`src/rtl/uart_bus_ctrl.sv`:
```
// CPU-side register front end for the UART core: CTRL/STAT/TXDATA/RXDATA, 16-deep TX/RX FIFOs,
// start-transmit sequencing and RXNE capture. Optional interrupt logic is built when UART_IRQ_EN is defined.
module uart_bus_ctrl #(
  parameter int FIFO_AW = 4
) (
  input  logic        i_clk,
  input  logic        i_rst,
  input  logic [1:0]  i_addr,
  input  logic        i_we,
  input  logic        i_re,
  input  logic [31:0] i_wdata,
  output logic [31:0] o_rdata,
  output logic        o_uart_rstn,
  output logic        o_uart_en,
  output logic [3:0]  o_uart_br,
  output logic [7:0]  o_uart_clk_dec,
  output logic        o_uart_str_tx,
  output logic [7:0]  o_uart_data_tx,
  input  logic        i_uart_busy,
  input  logic        i_uart_rxne,
  input  logic [7:0]  i_uart_data_rx,
  output logic        o_irq
);
  localparam int DEPTH = 1 << FIFO_AW;
  localparam int PW    = FIFO_AW + 1;
  localparam logic [PW-1:0] PTR_ONE = PW'(1);

  typedef enum logic [1:0] {ST_IDLE = 2'd0, ST_WAITB = 2'd1, ST_SEND = 2'd2, ST_GAP = 2'd3} tx_state_t;

  tx_state_t state_r, state_s;
  logic en_r, rxovf_r, rxne_q_r, str_tx_r;
  logic [3:0] br_r;
  logic [7:0] clk_dec_r, data_tx_r;
  logic [31:0] rdata_r, rd_mux_s, ctrl_rd_s, stat_s;
  logic [7:0] tx_mem_r [DEPTH];
  logic [7:0] rx_mem_r [DEPTH];
  logic [PW-1:0] tx_wptr_r, tx_rptr_r, rx_wptr_r, rx_rptr_r, tx_level_s, rx_level_s;
  logic tx_empty_s, tx_full_s, rx_empty_s, rx_full_s, tbusy_s;
  logic wr_ctrl_s, wr_stat_s, wr_tx_s, rd_rx_s;
  logic tx_push_s, tx_pop_s, tx_flush_s, rx_capture_s, rx_push_s, rx_pop_s, rx_flush_s;

  assign wr_ctrl_s = i_we & (i_addr == 2'd0);
  assign wr_stat_s = i_we & (i_addr == 2'd1);
  assign wr_tx_s   = i_we & (i_addr == 2'd2);
  assign rd_rx_s   = i_re & (i_addr == 2'd3);

  // Full when the wrap bits differ but the index bits match
  assign tx_level_s = tx_wptr_r - tx_rptr_r;
  assign rx_level_s = rx_wptr_r - rx_rptr_r;
  assign tx_empty_s = (tx_wptr_r == tx_rptr_r);
  assign rx_empty_s = (rx_wptr_r == rx_rptr_r);
  assign tx_full_s  = (tx_wptr_r[FIFO_AW] != tx_rptr_r[FIFO_AW]) &&
                      (tx_wptr_r[FIFO_AW-1:0] == tx_rptr_r[FIFO_AW-1:0]);
  assign rx_full_s  = (rx_wptr_r[FIFO_AW] != rx_rptr_r[FIFO_AW]) &&
                      (rx_wptr_r[FIFO_AW-1:0] == rx_rptr_r[FIFO_AW-1:0]);

  assign tx_push_s    = wr_tx_s & ~tx_full_s;
  assign tx_flush_s   = wr_ctrl_s & i_wdata[2];
  assign rx_flush_s   = wr_ctrl_s & i_wdata[3];
  assign rx_capture_s = i_uart_rxne & ~rxne_q_r;
  assign rx_push_s    = rx_capture_s & ~rx_full_s;
  assign rx_pop_s     = rd_rx_s & ~rx_empty_s;
  assign tbusy_s      = ~tx_empty_s | (state_r != ST_IDLE) | i_uart_busy;

  // Control register
  always_ff @(posedge i_clk) begin
    if (i_rst) begin
      en_r      <= 1'b0;
      br_r      <= 4'd0;
      clk_dec_r <= 8'd0;
    end else if (wr_ctrl_s) begin
      en_r      <= i_wdata[0];
      br_r      <= i_wdata[7:4];
      clk_dec_r <= i_wdata[15:8];
    end
  end

  // TX FIFO storage
  always_ff @(posedge i_clk) begin
    if (tx_push_s) tx_mem_r[tx_wptr_r[FIFO_AW-1:0]] <= i_wdata[7:0];
  end

  // TX FIFO pointers; a flush does not touch the byte already handed to the core
  always_ff @(posedge i_clk) begin
    if (i_rst) begin
      tx_wptr_r <= '0;
      tx_rptr_r <= '0;
    end else begin
      if (tx_push_s) tx_wptr_r <= tx_wptr_r + PTR_ONE;
      if (tx_flush_s) tx_rptr_r <= tx_wptr_r;
      else if (tx_pop_s) tx_rptr_r <= tx_rptr_r + PTR_ONE;
    end
  end

  // RX FIFO storage
  always_ff @(posedge i_clk) begin
    if (rx_push_s) rx_mem_r[rx_wptr_r[FIFO_AW-1:0]] <= i_uart_data_rx;
  end

  // RX FIFO pointers, RXNE edge detect and sticky overflow
  always_ff @(posedge i_clk) begin
    if (i_rst) begin
      rx_wptr_r <= '0;
      rx_rptr_r <= '0;
      rxne_q_r  <= 1'b0;
      rxovf_r   <= 1'b0;
    end else begin
      rxne_q_r <= i_uart_rxne;
      if (rx_push_s) rx_wptr_r <= rx_wptr_r + PTR_ONE;
      if (rx_flush_s) rx_rptr_r <= rx_wptr_r;
      else if (rx_pop_s) rx_rptr_r <= rx_rptr_r + PTR_ONE;
      if (rx_capture_s && rx_full_s) rxovf_r <= 1'b1;
      else if (wr_stat_s && i_wdata[3]) rxovf_r <= 1'b0;
    end
  end

  // TX sequencer next state; dropping EN abandons the in-flight byte
  always_comb begin
    state_s  = state_r;
    tx_pop_s = 1'b0;
    case (state_r)
      ST_IDLE: begin
        if (en_r && !tx_empty_s) begin
          tx_pop_s = 1'b1;
          state_s  = ST_WAITB;
        end else begin
          state_s = ST_IDLE;
        end
      end
      ST_WAITB: begin
        if (!en_r) state_s = ST_IDLE;
        else if (i_uart_busy) state_s = ST_SEND;
        else state_s = ST_WAITB;
      end
      ST_SEND: begin
        if (!en_r) state_s = ST_IDLE;
        else if (!i_uart_busy) state_s = ST_GAP;
        else state_s = ST_SEND;
      end
      ST_GAP:  state_s = ST_IDLE;
      default: state_s = ST_IDLE;
    endcase
  end

  // TX sequencer state and registered core handshake
  always_ff @(posedge i_clk) begin
    if (i_rst) begin
      state_r   <= ST_IDLE;
      str_tx_r  <= 1'b0;
      data_tx_r <= 8'd0;
    end else begin
      state_r  <= state_s;
      str_tx_r <= (state_s == ST_WAITB) || (state_s == ST_SEND);
      if (tx_pop_s) data_tx_r <= tx_mem_r[tx_rptr_r[FIFO_AW-1:0]];
    end
  end

`ifdef UART_IRQ_EN
  logic rxie_r, txie_r, irq_r;
  logic unused_s;
  assign unused_s = &{1'b0, i_wdata[31:18], i_wdata[1]};

  // Interrupt enables
  always_ff @(posedge i_clk) begin
    if (i_rst) begin
      rxie_r <= 1'b0;
      txie_r <= 1'b0;
    end else if (wr_ctrl_s) begin
      rxie_r <= i_wdata[16];
      txie_r <= i_wdata[17];
    end
  end

  // Interrupt output, one cycle behind its sources
  always_ff @(posedge i_clk) begin
    if (i_rst) irq_r <= 1'b0;
    else irq_r <= (rxie_r & ~rx_empty_s) | (txie_r & tx_empty_s & (state_r == ST_IDLE)) | (rxie_r & rxovf_r);
  end
  assign o_irq = irq_r;
`else
  logic unused_s;
  assign unused_s = &{1'b0, i_wdata[31:16], i_wdata[1]};
  assign o_irq = 1'b0;
`endif

  // Readback images of CTRL and STAT
  always_comb begin
    ctrl_rd_s        = 32'd0;
    ctrl_rd_s[0]     = en_r;
    ctrl_rd_s[7:4]   = br_r;
    ctrl_rd_s[15:8]  = clk_dec_r;
`ifdef UART_IRQ_EN
    ctrl_rd_s[16]    = rxie_r;
    ctrl_rd_s[17]    = txie_r;
`endif
    stat_s           = 32'd0;
    stat_s[0]        = tbusy_s;
    stat_s[1]        = ~rx_empty_s;
    stat_s[2]        = tx_full_s;
    stat_s[3]        = rxovf_r;
    stat_s[8 +: PW]  = tx_level_s;
    stat_s[16 +: PW] = rx_level_s;
  end

  // Read data select
  always_comb begin
    rd_mux_s = 32'd0;
    case (i_addr)
      2'd0:    rd_mux_s = ctrl_rd_s;
      2'd1:    rd_mux_s = stat_s;
      2'd2:    rd_mux_s = 32'd0;
      2'd3:    rd_mux_s = rx_empty_s ? 32'd0 : {24'd0, rx_mem_r[rx_rptr_r[FIFO_AW-1:0]]};
      default: rd_mux_s = 32'd0;
    endcase
  end

  // Registered read data
  always_ff @(posedge i_clk) begin
    if (i_rst) rdata_r <= 32'd0;
    else if (i_re) rdata_r <= rd_mux_s;
  end

  assign o_rdata        = rdata_r;
  assign o_uart_rstn    = ~i_rst;
  assign o_uart_en      = en_r;
  assign o_uart_br      = br_r;
  assign o_uart_clk_dec = clk_dec_r;
  assign o_uart_str_tx  = str_tx_r;
  assign o_uart_data_tx = data_tx_r;
endmodule

```
`config.mk`:
```
export PLATFORM = sky130hd
export DESIGN_NAME = uart_bus_ctrl
export DESIGN_NICKNAME = d
export VERILOG_FILES = /design/src/rtl/uart_bus_ctrl.sv
export SDC_FILE = /design/constraint.sdc
export NUM_CORES = 1
export LEC_CHECK = 0
export BUFFER_PORTS_ARGS = -buffer_cell sky130_fd_sc_hd__buf_2
export CORE_ASPECT_RATIO = 0.8
export CORE_MARGIN = 5
export CORE_UTILIZATION = 43
export DETAILED_ROUTE_END_ITERATION = 12
export SLEW_MARGIN = 20
export SYNTH_ARGS = -nofsm -noshare
export SYNTH_HDL_FRONTEND = slang
export SYNTH_SLANG_ARGS = --single-unit
```
`constraint.sdc`:
```
create_clock -name i_clk -period 4.85 [get_ports i_clk]
set_input_delay 1.455 -clock i_clk [delete_from_list [all_inputs] [get_ports i_clk]]
set_output_delay 1.455 -clock i_clk [all_outputs]
set_load 0.1 [all_outputs]
```
### Yosys cells after proc, flatten, opt, wreduce, memory -nomap -nowiden

Memory sizes are Yosys's and may differ from the RTL's. A register that Yosys moved wholly into a read port is not among the register bits.
Index checks and enable logic that the tools add are counted.

* add/subtract/negate cells: 6
* eq/ne operators: 14
* muxes and demuxes: 22
* bitwise gates (word level): 18
* reductions and logical operators: 13

Operator list (count)
* $pmux 32 s4: 1
* $add 5x1->5 const B: 4
* $mux 5: 4
* $and 1x1->1: 10
* $eq 2x2->1 const B: 5
* $eq 5x5->1: 2
* $mux 1: 10
* $sub 5x5->5: 2
* $eq 4x4->1: 2
* $mux 4: 2
* $mux 8: 1
* $pmux 2 s4: 1
* $reduce_bool 2->1: 4
* $eq 2x1->1 const B: 3
* $mux 2: 3
* $not 1->1: 6
* $logic_and 1x1->1: 5
* $logic_not 2->1: 2
* $ne 1x1->1: 2
* $or 1x1->1: 2
* $logic_not 1->1: 1
* $logic_or 1x1->1: 1

* bits in registers: 70
* memory bits (writable): 256
* bits of input ports: 48
* output and inout port bits: 56
* logic and storage cells: 87
* memories: 2

Memories
* rx_mem_r: words 16, bits a word 8, read ports 1, clocked after memory_dff 1, write ports 1, line 36 `logic [7:0] rx_mem_r [DEPTH];`
* tx_mem_r: words 16, bits a word 8, read ports 1, clocked after memory_dff 1, write ports 1, line 35 `logic [7:0] tx_mem_r [DEPTH];`

### Depth between registers and ports, before layout

Gate-level depths: netlist of run 1.

* depth in word-level cells: 7
* depth in mapped cells: 11
* depth with buffers taken out: 9

### Worst setup path before layout of run 1

Ideal clock, no wire load.

* kind: input -> output
* start: in i_rst
* end: out o_uart_rstn
* arrival: 2.275 ns
* required time: 3.395 ns
* setup slack: 1.120 ns
* stages: 2
* path through: clkbuf_1 inv_1

* cells in the longest elaborated chain, start to end: 1

Ends and longest elaborated chain
* start: declaration: line 7 `input logic i_rst,`
* $not 1->1: line 224 `assign o_uart_rstn = ~i_rst;`
* end: declaration: line 13 `output logic o_uart_rstn,`

Every way passes these cells.

### Worst setup path after layout of run 1

Same ends and word-level chain as after synthesis.

==> results of run 1 <==
==> routing by layer <==
layer,part of all wire,global-route usage
met5,0,0
met4,0.013,0.0370
met3,0.067,0.0397
met2,0.45,0.241
met1,0.47,0.251
==> sequential cells by signal, indices dropped and copies added (netlist names), 2 cells and up, named ones only <==
| name | flops |
|---|---|
| rx_mem_r | 128 |
| tx_mem_r | 128 |
| o_rdata | 21 |
| o_uart_clk_dec | 8 |
| o_uart_data_tx | 8 |
| rx_rptr_r | 5 |
| rx_wptr_r | 5 |
| tx_rptr_r | 5 |
| tx_wptr_r | 5 |
| o_uart_br | 4 |
| state_r | 2 |
==> layout by cell type, fill, tap and decap left out, types with 4 or more instances in the layout <==
| cell | instances |
|---|---|
| inv_1 | 17 |
| a22o_1 | 10 |
| o211ai_1 | 5 |
| mux4_2 | 62 |
| conb_1 | 12 |
| xor2_1 | 9 |
| mux2i_1 | 8 |
| o32ai_1 | 6 |
| clkbuf_16 | 34 |
| nor2_1 | 79 |
| xnor2_1 | 11 |
| nand2_1 | 60 |
| clkinv_2 | 4 |
| and3_1 | 4 |
| nand3_1 | 13 |
| a21oi_1 | 57 |
| clkbuf_8 | 4 |
| buf_4 | 14 |
| nor2b_1 | 8 |
| nand4_1 | 5 |
| buf_2 | 75 |
| a22oi_1 | 22 |
| edfxtp_1 | 256 |
| nor3_1 | 12 |
| dfxtp_1 | 69 |
| ha_1 | 18 |
| clkinv_1 | 5 |
| clkbuf_1 | 8 |
| nand2b_1 | 6 |
| a211oi_1 | 9 |
| o21ai_0 | 5 |
==> through the flow <==
| stage | total power (W) | instance area (µm²) | util | hold WS, ns |
|---|---|---|---|---|
| after detailed placement | 0.00360 | 13900 | 0.460 | 0.455 |
| after floorplan | 0.00347 | 13200 | - | 0.457 |
| after global routing | 0.00626 | 15000 | 0.495 | 0.474 |
| after CTS | 0.00610 | 15000 | 0.495 | 0.462 |
| after global placement | 0.00359 | 13900 | 0.460 | 0.448 |
| final | 0.00603 | 15000 | 0.495 | 0.459 |
==> final timing paths <==
kind | from | end | slack, ns | cells after the start
max | i_rst | o_uart_rstn | 1.19 | 3
min | o_rdata[14] | o_rdata[14] | 0.46 | 2
max reg2reg | tx_wptr_r[2] | tx_mem_r[11][3] | 1.74 | 5
min reg2reg | o_rdata[14] | o_rdata[14] | 0.46 | 2
==> power by group <==
| part | switching [W] | internal (W) | leakage [nW] |
|---|---|---|---|
| Clock | 0.00103 | 0.00147 | 0.525 |
| Combinational | 0.000316 | 0.000136 | 1.57 |
| Sequential | 0.0000330 | 0.00305 | 2.88 |
| Total | 0.00138 | 0.00465 | 4.98 |
==> worst max-delay path: stages <==
cell   delay, ns
buf_2       0.10
inv_1       0.17
buf_2       0.47
==> cell families (layout without fill, tap and decap cells) <==
group,count (synthesis),count (layout),synth area share
other,1,12,0.000285
adders and majority gates,20,20,0.0202
AOI/OAI and AO/OA,127,127,0.0631
buffers and inverters,76,168,0.0274
muxes,71,71,0.113
xor gates and xnor gates,21,21,0.0146
DFF,327,327,0.692
and+or+nand+nor,203,203,0.0691
==> cell type report <==
type                            count  share of cell area
Clock buffer                       46              0.0625
Clock inverter                     14             0.00886
Inverter                           19             0.00476
Multi-Input combinational cell    454               0.249
Sequential cell                   327               0.608
Tap cell                          413              0.0345
Timing Repair Buffer               89              0.0321
==> impl_metrics.env, run 1 <==
export IMPL_yosysWarnings=0
export IMPL_synth_avg_cell_area_um2=15.5
export IMPL_rsz0062_at_grt="false"
export IMPL_post_cts_buffers=0
export IMPL_yosys_area_top_type="edfxtp_1"
export IMPL_cp_arrival_ns=2.20
export IMPL_clock_sinks=327
export IMPL_areaGrowthSynthToFinish_pct=13.8
export IMPL_die_area_mm2=0.0342
export IMPL_required_ns=3.39
export IMPL_final_nets=993
export IMPL_p_leak_nw=4.98
export IMPL_start_kind="primary input"
export IMPL_dr_total_vias=7359
export IMPL_hold_class="reg -> reg"
export IMPL_cp_end_kind="primary output"
export IMPL_cts_resized=0
export IMPL_dp_final_hpwl_mm=18.7
export IMPL_finalCritPeriodShare=0.754
export IMPL_root_buffer="clkbuf_16"
export IMPL_gr_total_overflow=0
export IMPL_ctsHoldBuffers=0
export IMPL_slew_headroom=0.291
export IMPL_diodes=0
export IMPL_seq_area_mm2=0.00911
export IMPL_yosysMostFrequentCell="edfxtp_1"
export IMPL_tightest_slew_ns=1.06
export IMPL_ys_seq_elements=327
export IMPL_async_flop_share=0
export IMPL_antenna_found_initial=0
export IMPL_place_congestion=0.786
export IMPL_stdcell_count=1362
export IMPL_setup_tns_ns=0
export IMPL_grtUsageTotal=0.164
export IMPL_ys_flop_type="edfxtp_1"
export IMPL_initialDrtViolationCount=568
export IMPL_multi_input_area_mm2=0.00373
export IMPL_start_util=0.435
export IMPL_post_route_cells_drive_above_1_share=0.216
export IMPL_hold_viol=0
export IMPL_h_tree_depth=2
export IMPL_outcome="completed"
export IMPL_io_pins=104
export IMPL_core_area_mm2=0.0302
export IMPL_setup_viol=0
export IMPL_vias_per_cell=5.40
export IMPL_synthCells=846
export IMPL_dp_slack_ns=1.19
export IMPL_grt_max_degree=64
export IMPL_port_buffers=75
export IMPL_powerDensity_mw_per_mm2=403
export IMPL_critPathKind="in -> out"
export IMPL_die_w_um=206
export IMPL_grt_pass1_wl_mm=43.2
export IMPL_drv_cap=0
export IMPL_clk_pin_slew_ns=0.06
export IMPL_wl_mm=28.4
export IMPL_synth_seq_area_share=0.692
export IMPL_synth_common_cells="256 x edfxtp_1, 79 x nor2_1, 71 x dfxtp_1"
export IMPL_n_fill_cell=2595
export IMPL_detail_route_first_pass_iterations=5
export IMPL_fin_skew_ns=0.0229
export IMPL_drv_slew=0
export IMPL_synth_cell_types=52
export IMPL_cts_buffers=34
export IMPL_synth_edff_count=256
export IMPL_drc_errors=0
export IMPL_min_period_ns=3.66
export IMPL_final_setup_worst_slack_ns=1.19
export IMPL_synth_area_leaders="edfxtp_1 58%, dfxtp_1 11%, mux4_2 11%"
export IMPL_die_y_um=166
export IMPL_wire_per_inst_um=20.8
export IMPL_grt_pass1_vias=7207
export IMPL_peakVddDrop_mv=0.173
export IMPL_cts_tree="built"
export IMPL_fmax_mhz=273
export IMPL_clock_latency_ns=0.51
export IMPL_path_max_fanout=4
export IMPL_dp_cells=1302
export IMPL_rows=57
export IMPL_ant_nets=0
export IMPL_cts_buffer_depth=3
export IMPL_synth_top_cell_area_share=0.584
export IMPL_syn_area_mm2=0.0132
Note: power is estimated with default switching activity, not from simulation.
==> run 2: changes to the inputs <==
Clock period 4.85 ns to 3.1 ns, I/O delays scaled along.
==> run 2 against run 1 <==
Compared with the run above:
- global-route usage grew 0.33 points
- design area grew 2.2%
- via count grew 1.4%
- routed wire length grew 1.6%
- critical path depth grew 4
- clock skew shrank 0.0018 ns
- register-to-register slack lost 1.3 ns
- critical path type is now reg -> reg
- hold slack lost 0.00093 ns
- total power grew 57%
- setup slack lost 0.79 ns
- clock power grew 57%
- sequential power grew 57%
- highest routed layer unchanged
==> impl_metrics.env, run 2 (synthesis gave the netlist of run 1 again) <==
export IMPL_min_period_ns=2.69
export IMPL_start_kind="register"
export IMPL_ant_nets=0
export IMPL_cts_resized=0
export IMPL_fmax_mhz=371
export IMPL_p_seq_frac=0.510
export IMPL_antenna_found_initial=0
export IMPL_dr_total_vias=7465
export IMPL_setup_tns_ns=0
export IMPL_grt_max_degree=64
export IMPL_p_comb_frac=0.076
export IMPL_power_frac_clock=0.415
export IMPL_required_ns=3.31
export IMPL_cp_end_kind="register"
export IMPL_netSwitchingFraction=0.230
export IMPL_path_max_fanout=8
export IMPL_die_w_um=206
export IMPL_clock_latency_ns=0.52
export IMPL_wire_per_inst_um=20.6
export IMPL_initialDrtViolationCount=610
export IMPL_tightest_slew_ns=0.760
export IMPL_grt_pass1_wl_mm=44.2
export IMPL_core_area_mm2=0.0302
export IMPL_dp_final_hpwl_mm=19.4
export IMPL_grt_pass1_vias=7523
export IMPL_final_setup_worst_slack_ns=0.405
export IMPL_reg2reg_slack_ns=0.41
export IMPL_cp_arrival_ns=2.91
export IMPL_root_buffer="clkbuf_16"
export IMPL_gr_total_overflow=0
export IMPL_start_util=0.435
export IMPL_cts_tree="built"
export IMPL_p_sw_w=0.00217
export IMPL_cts_buffers=35
export IMPL_vias_per_cell=5.34
export IMPL_post_route_cells_drive_above_1_share=0.249
export IMPL_holdWs_ns=0.458
export IMPL_fin_skew_ns=0.0211
export IMPL_diodes=0
export IMPL_die_area_mm2=0.0342
export IMPL_layout_common_cells="256 x edfxtp_1, 79 x nor2_1, 75 x buf_2, 69 x dfxtp_1, 62 x mux4_2"
export IMPL_areaGrowthSynthToFinish_pct=16.3
export IMPL_dp_slack_ns=0.432
export IMPL_powerDensity_mw_per_mm2=619
export IMPL_h_tree_depth=2
export IMPL_port_buffers=75
export IMPL_final_nets=1028
export IMPL_wl_mm=28.9
export IMPL_slew_headroom=0.493
export IMPL_drv_cap=0
export IMPL_drv_slew=0
export IMPL_hold_viol=0
export IMPL_clk_pin_slew_ns=0.06
export IMPL_rsz0062_at_grt="false"
export IMPL_peakVddDrop_mv=0.265
export IMPL_ctsHoldBuffers=0
export IMPL_hold_class="reg -> reg"
export IMPL_place_congestion=0.809
export IMPL_outcome="completed"
export IMPL_drc_errors=0
export IMPL_post_cts_buffers=0
export IMPL_io_pins=104
export IMPL_intPower_w=0.00729
export IMPL_clock_sinks=327
export IMPL_cts_buffer_depth=3
export IMPL_p_leak_nw=5.20
export IMPL_finalCritPeriodShare=0.869
export IMPL_critPathKind="reg -> reg"
export IMPL_final_common_cell="edfxtp_1"
export IMPL_grtUsageTotal=0.168
export IMPL_die_y_um=166
export IMPL_rows=57
export IMPL_detail_route_first_pass_iterations=5
export IMPL_setup_viol=0
-- run 2: cell types whose count changed in the layout (fill, tap and decap cells not counted), moves of 2 or more --
cell and delta:
buf_4 +32, clkbuf_8 +4, clkinv_2 +4, clkinv_1 -3, buf_12 +2, bufinv_16 -2, inv_6 -2
-- run 2: final timing paths --
| kind | startpoint | end | depth (start not counted) |
|---|---|---|---|
| min reg2reg | o_rdata[17] | o_rdata[17] | 2 |
| max reg2reg | tx_wptr_r[0] | tx_mem_r[3][3] | 7 |
| min | o_rdata[17] | o_rdata[17] | 2 |
| max | tx_wptr_r[0] | tx_mem_r[3][3] | 7 |
-- run 2: stage by stage --
stage | instance area, µm² | utilization | std cells | power, W
2_1_floorplan | 13200 | - | 857 | 0.00543
3_3_place_gp | 14200 | 0.469 | 1336 | 0.00563
3_5_place_dp | 14200 | 0.469 | 1336 | 0.00564
4_1_cts | 15300 | 0.506 | 1399 | 0.00956
5_1_grt | 15300 | 0.506 | 1399 | 0.00981
6_report | 15300 | 0.506 | 1399 | 0.00947
-- run 2: per-layer routing --
layer,share of wire,GRT usage,vias to the layer above,routed length [µm]
li1,-,-,3463,-
met1,0.47,0.257,3759,13500
met2,0.45,0.251,208,12800
met3,0.069,0.0301,35,1980
met4,0.018,0.0405,0,522
met5,0,0,-,0
-- run 2: critical path, cell delays in order, from the launching register on --
cell and delay (ns):
dfxtp_1 0.46, inv_1 0.14, ha_1 0.36, and4_1 0.27, a211oi_4 0.45, nand2_1 0.30
nor3_1 0.20, buf_4 0.21
-- run 2: area by class of cell --
type                       count  area (µm²)
tap                          413         517
inverter                      19        71.3
fill                        2550       14900
clock inverter                13         100
multi-input combinational    454        3730
sequential                   327        9110
timing repair buffer         123         761
clock buffer                  50        1010
-- run 2: power groups by stage --
stage          Clock (W)  Sequential [W]  Combinational [W]
6_report         0.00392         0.00483           0.000715
5_1_grt          0.00421         0.00483           0.000767
4_1_cts          0.00401         0.00483           0.000720
3_5_place_dp           0         0.00492           0.000718
3_3_place_gp           0         0.00492           0.000712
2_1_floorplan          0         0.00501           0.000418
==> run 3: changes to the inputs <==
Clock period 3.1 ns to 2.2 ns, I/O delays scaled along.
==> run 3 against run 2 <==
Compared with the run above:
- routed wire length rose by 3.3%
- critical path type is now reg -> out
- largest power group unchanged
- die area did not move
- hold slack got worse by 0.085 ns
- combinational power rose by 62%
- clock skew rose by 0.010 ns
- critical path depth fell by 6
- clock power rose by 54%
==> impl_metrics.env, run 3 (synthesis gave the netlist of run 1 again) <==
export IMPL_grt_pass1_vias=7461
export IMPL_root_buffer="clkbuf_16"
export IMPL_powerDensity_mw_per_mm2=867
export IMPL_vias_per_cell=5.28
export IMPL_rr_worst_depth=7
export IMPL_worstPathCellList="buf_2"
export IMPL_h_tree_depth=2
export IMPL_ant_nets=0
export IMPL_netSwitchingFraction=0.224
export IMPL_final_nets=1060
export IMPL_final_setup_worst_slack_ns=0.0468
export IMPL_cts_buffers=35
export IMPL_path_max_fanout=3
export IMPL_drv_slew=0
export IMPL_dp_final_hpwl_mm=19.9
export IMPL_areaGrowthSynthToFinish_pct=22.3
export IMPL_cts_buffer_depth=3
export IMPL_intPower_w=0.0108
export IMPL_p_sw_w=0.00312
export IMPL_setup_viol=0
export IMPL_power_total_w=0.0140
export IMPL_clock_latency_ns=0.52
export IMPL_rows=57
export IMPL_drv_cap=0
export IMPL_clock_sinks=327
export IMPL_dr_wl_met3_mm=1.73
export IMPL_post_route_cells_drive_above_1_share=0.308
export IMPL_wire_per_inst_um=20.9
export IMPL_stdcell_count=1428
export IMPL_start_kind="register"
export IMPL_min_to="o_uart_clk_dec[4]"
export IMPL_place_congestion=0.823
export IMPL_cp_end_kind="primary output"
export IMPL_min_period_ns=2.15
export IMPL_drc_errors=0
export IMPL_slew_headroom=0.521
export IMPL_highest_layer="met4"
export IMPL_layout_common_cells="256 x edfxtp_1, 74 x buf_2, 66 x dfxtp_1, 64 x nor2_1, 62 x mux4_2"
export IMPL_r2r_end="rx_mem_r[3][7]"
export IMPL_routed_wl_met2_mm=12.8
export IMPL_detail_route_first_pass_iterations=4
export IMPL_diodes=0
export IMPL_fmax_mhz=464
export IMPL_outcome="completed"
export IMPL_n_fill_cell=2487
export IMPL_power_frac_clock=0.431
export IMPL_wl_met1_mm=14.8
export IMPL_reg2reg_slack_ns=0.09
export IMPL_gr_total_overflow=0
export IMPL_port_buffers=75
export IMPL_antenna_found_initial=0
export IMPL_cts_tree="built"
export IMPL_initialDrtViolationCount=563
export IMPL_die_y_um=166
export IMPL_wl_mm=29.8
export IMPL_utilization=0.532
export IMPL_hold_viol=0
export IMPL_grtUsageTotal=0.173
export IMPL_path_delay_family="buffers and inverters"
export IMPL_multi_input_area_mm2=0.00397
export IMPL_hold_class="in -> reg"
export IMPL_dp_slack_ns=0.0115
export IMPL_core_area_mm2=0.0302
export IMPL_grt_max_degree=64
export IMPL_finalCritPeriodShare=0.979
export IMPL_grt_pass1_wl_mm=45.1
export IMPL_p_seq_frac=0.486
export IMPL_cp_arrival_ns=1.49
export IMPL_worstReg2RegStart="rx_rptr_r[1]"
export IMPL_peakVddDrop_mv=0.732
export IMPL_dr_total_vias=7544
export IMPL_critPathKind="reg -> out"
export IMPL_die_area_mm2=0.0342
export IMPL_required_ns=1.54
export IMPL_slowest_stage="buf_2"
export IMPL_seq_area_mm2=0.00911
export IMPL_fin_skew_ns=0.0310
export IMPL_io_pins=104
export IMPL_tightest_slew_ns=0.718
export IMPL_p_comb_frac=0.083
export IMPL_crit_buf_inv=1
export IMPL_dp_cells=1367
export IMPL_die_w_um=206
export IMPL_worstHoldStart="i_wdata[12]"
export IMPL_ctsHoldBuffers=0
export IMPL_start_util=0.435
export IMPL_holdWs_ns=0.373
export IMPL_rsz0062_at_grt="true"
export IMPL_whs_path_depth=3
export IMPL_p_leak_nw=5.49
export IMPL_final_common_cell="edfxtp_1"
export IMPL_clk_pin_slew_ns=0.06
export IMPL_cp_slowest_stage_delay_ns=0.49
run 3: cell type report:
class	count	share of cell area
inverters	19	0.00490
clock inverters	18	0.0159
repair buffers	155	0.0764
flip-flops and latches	327	0.567
clock buffers	42	0.0574
multi-input cells	454	0.247
well taps	413	0.0321
run 3: what timing repair did:
| action | CTS | global route |
|---|---|---|
| buffers inserted | 0 | 1 |
| resized for setup | 1 | 9 |
| pin swaps | 0 | 5 |
| setup endpoints to repair | 6 | 108 |
run 3: layer usage:
layer	vias to the layer above	track usage
li1	3511	-
met1	3807	0.278
met2	193	0.245
met3	33	0.0321
met4	0	0.0390
met5	-	0
run 3: power groups by stage:
stage                     sequential, W  clock (W)  combinational, W
final                           0.00677    0.00602           0.00116
after global routing            0.00678    0.00643           0.00125
after CTS                       0.00677    0.00617           0.00116
after detailed placement        0.00690          0           0.00115
after global placement          0.00690          0           0.00115
after floorplan                 0.00706          0          0.000607
run 3: worst max path at each step:
stage                            start              to  slack, ns  cells after the start
after CTS                 tx_wptr_r[0]  tx_mem_r[2][4]      0.004                      8
final                     o_uart_br[0]    o_uart_br[0]       0.05                      1
after global placement    rx_rptr_r[1]  rx_mem_r[3][6]       0.02                      7
after global routing      rx_rptr_r[1]  rx_mem_r[3][7]     -0.008                      7
after floorplan           rx_wptr_r[0]  rx_mem_r[0][0]      -0.22                      6
after detailed placement  rx_rptr_r[1]  rx_mem_r[3][7]       0.01                      7
run 3: stage by stage:
step | TNS, ns | area [µm²]
3_3_place_gp | 0 | 14900
2_1_floorplan | -13.41 | 13400
4_1_cts | 0 | 16000
6_report | 0 | 16100
3_5_place_dp | 0 | 14900
5_1_grt | -0.0402 | 16100
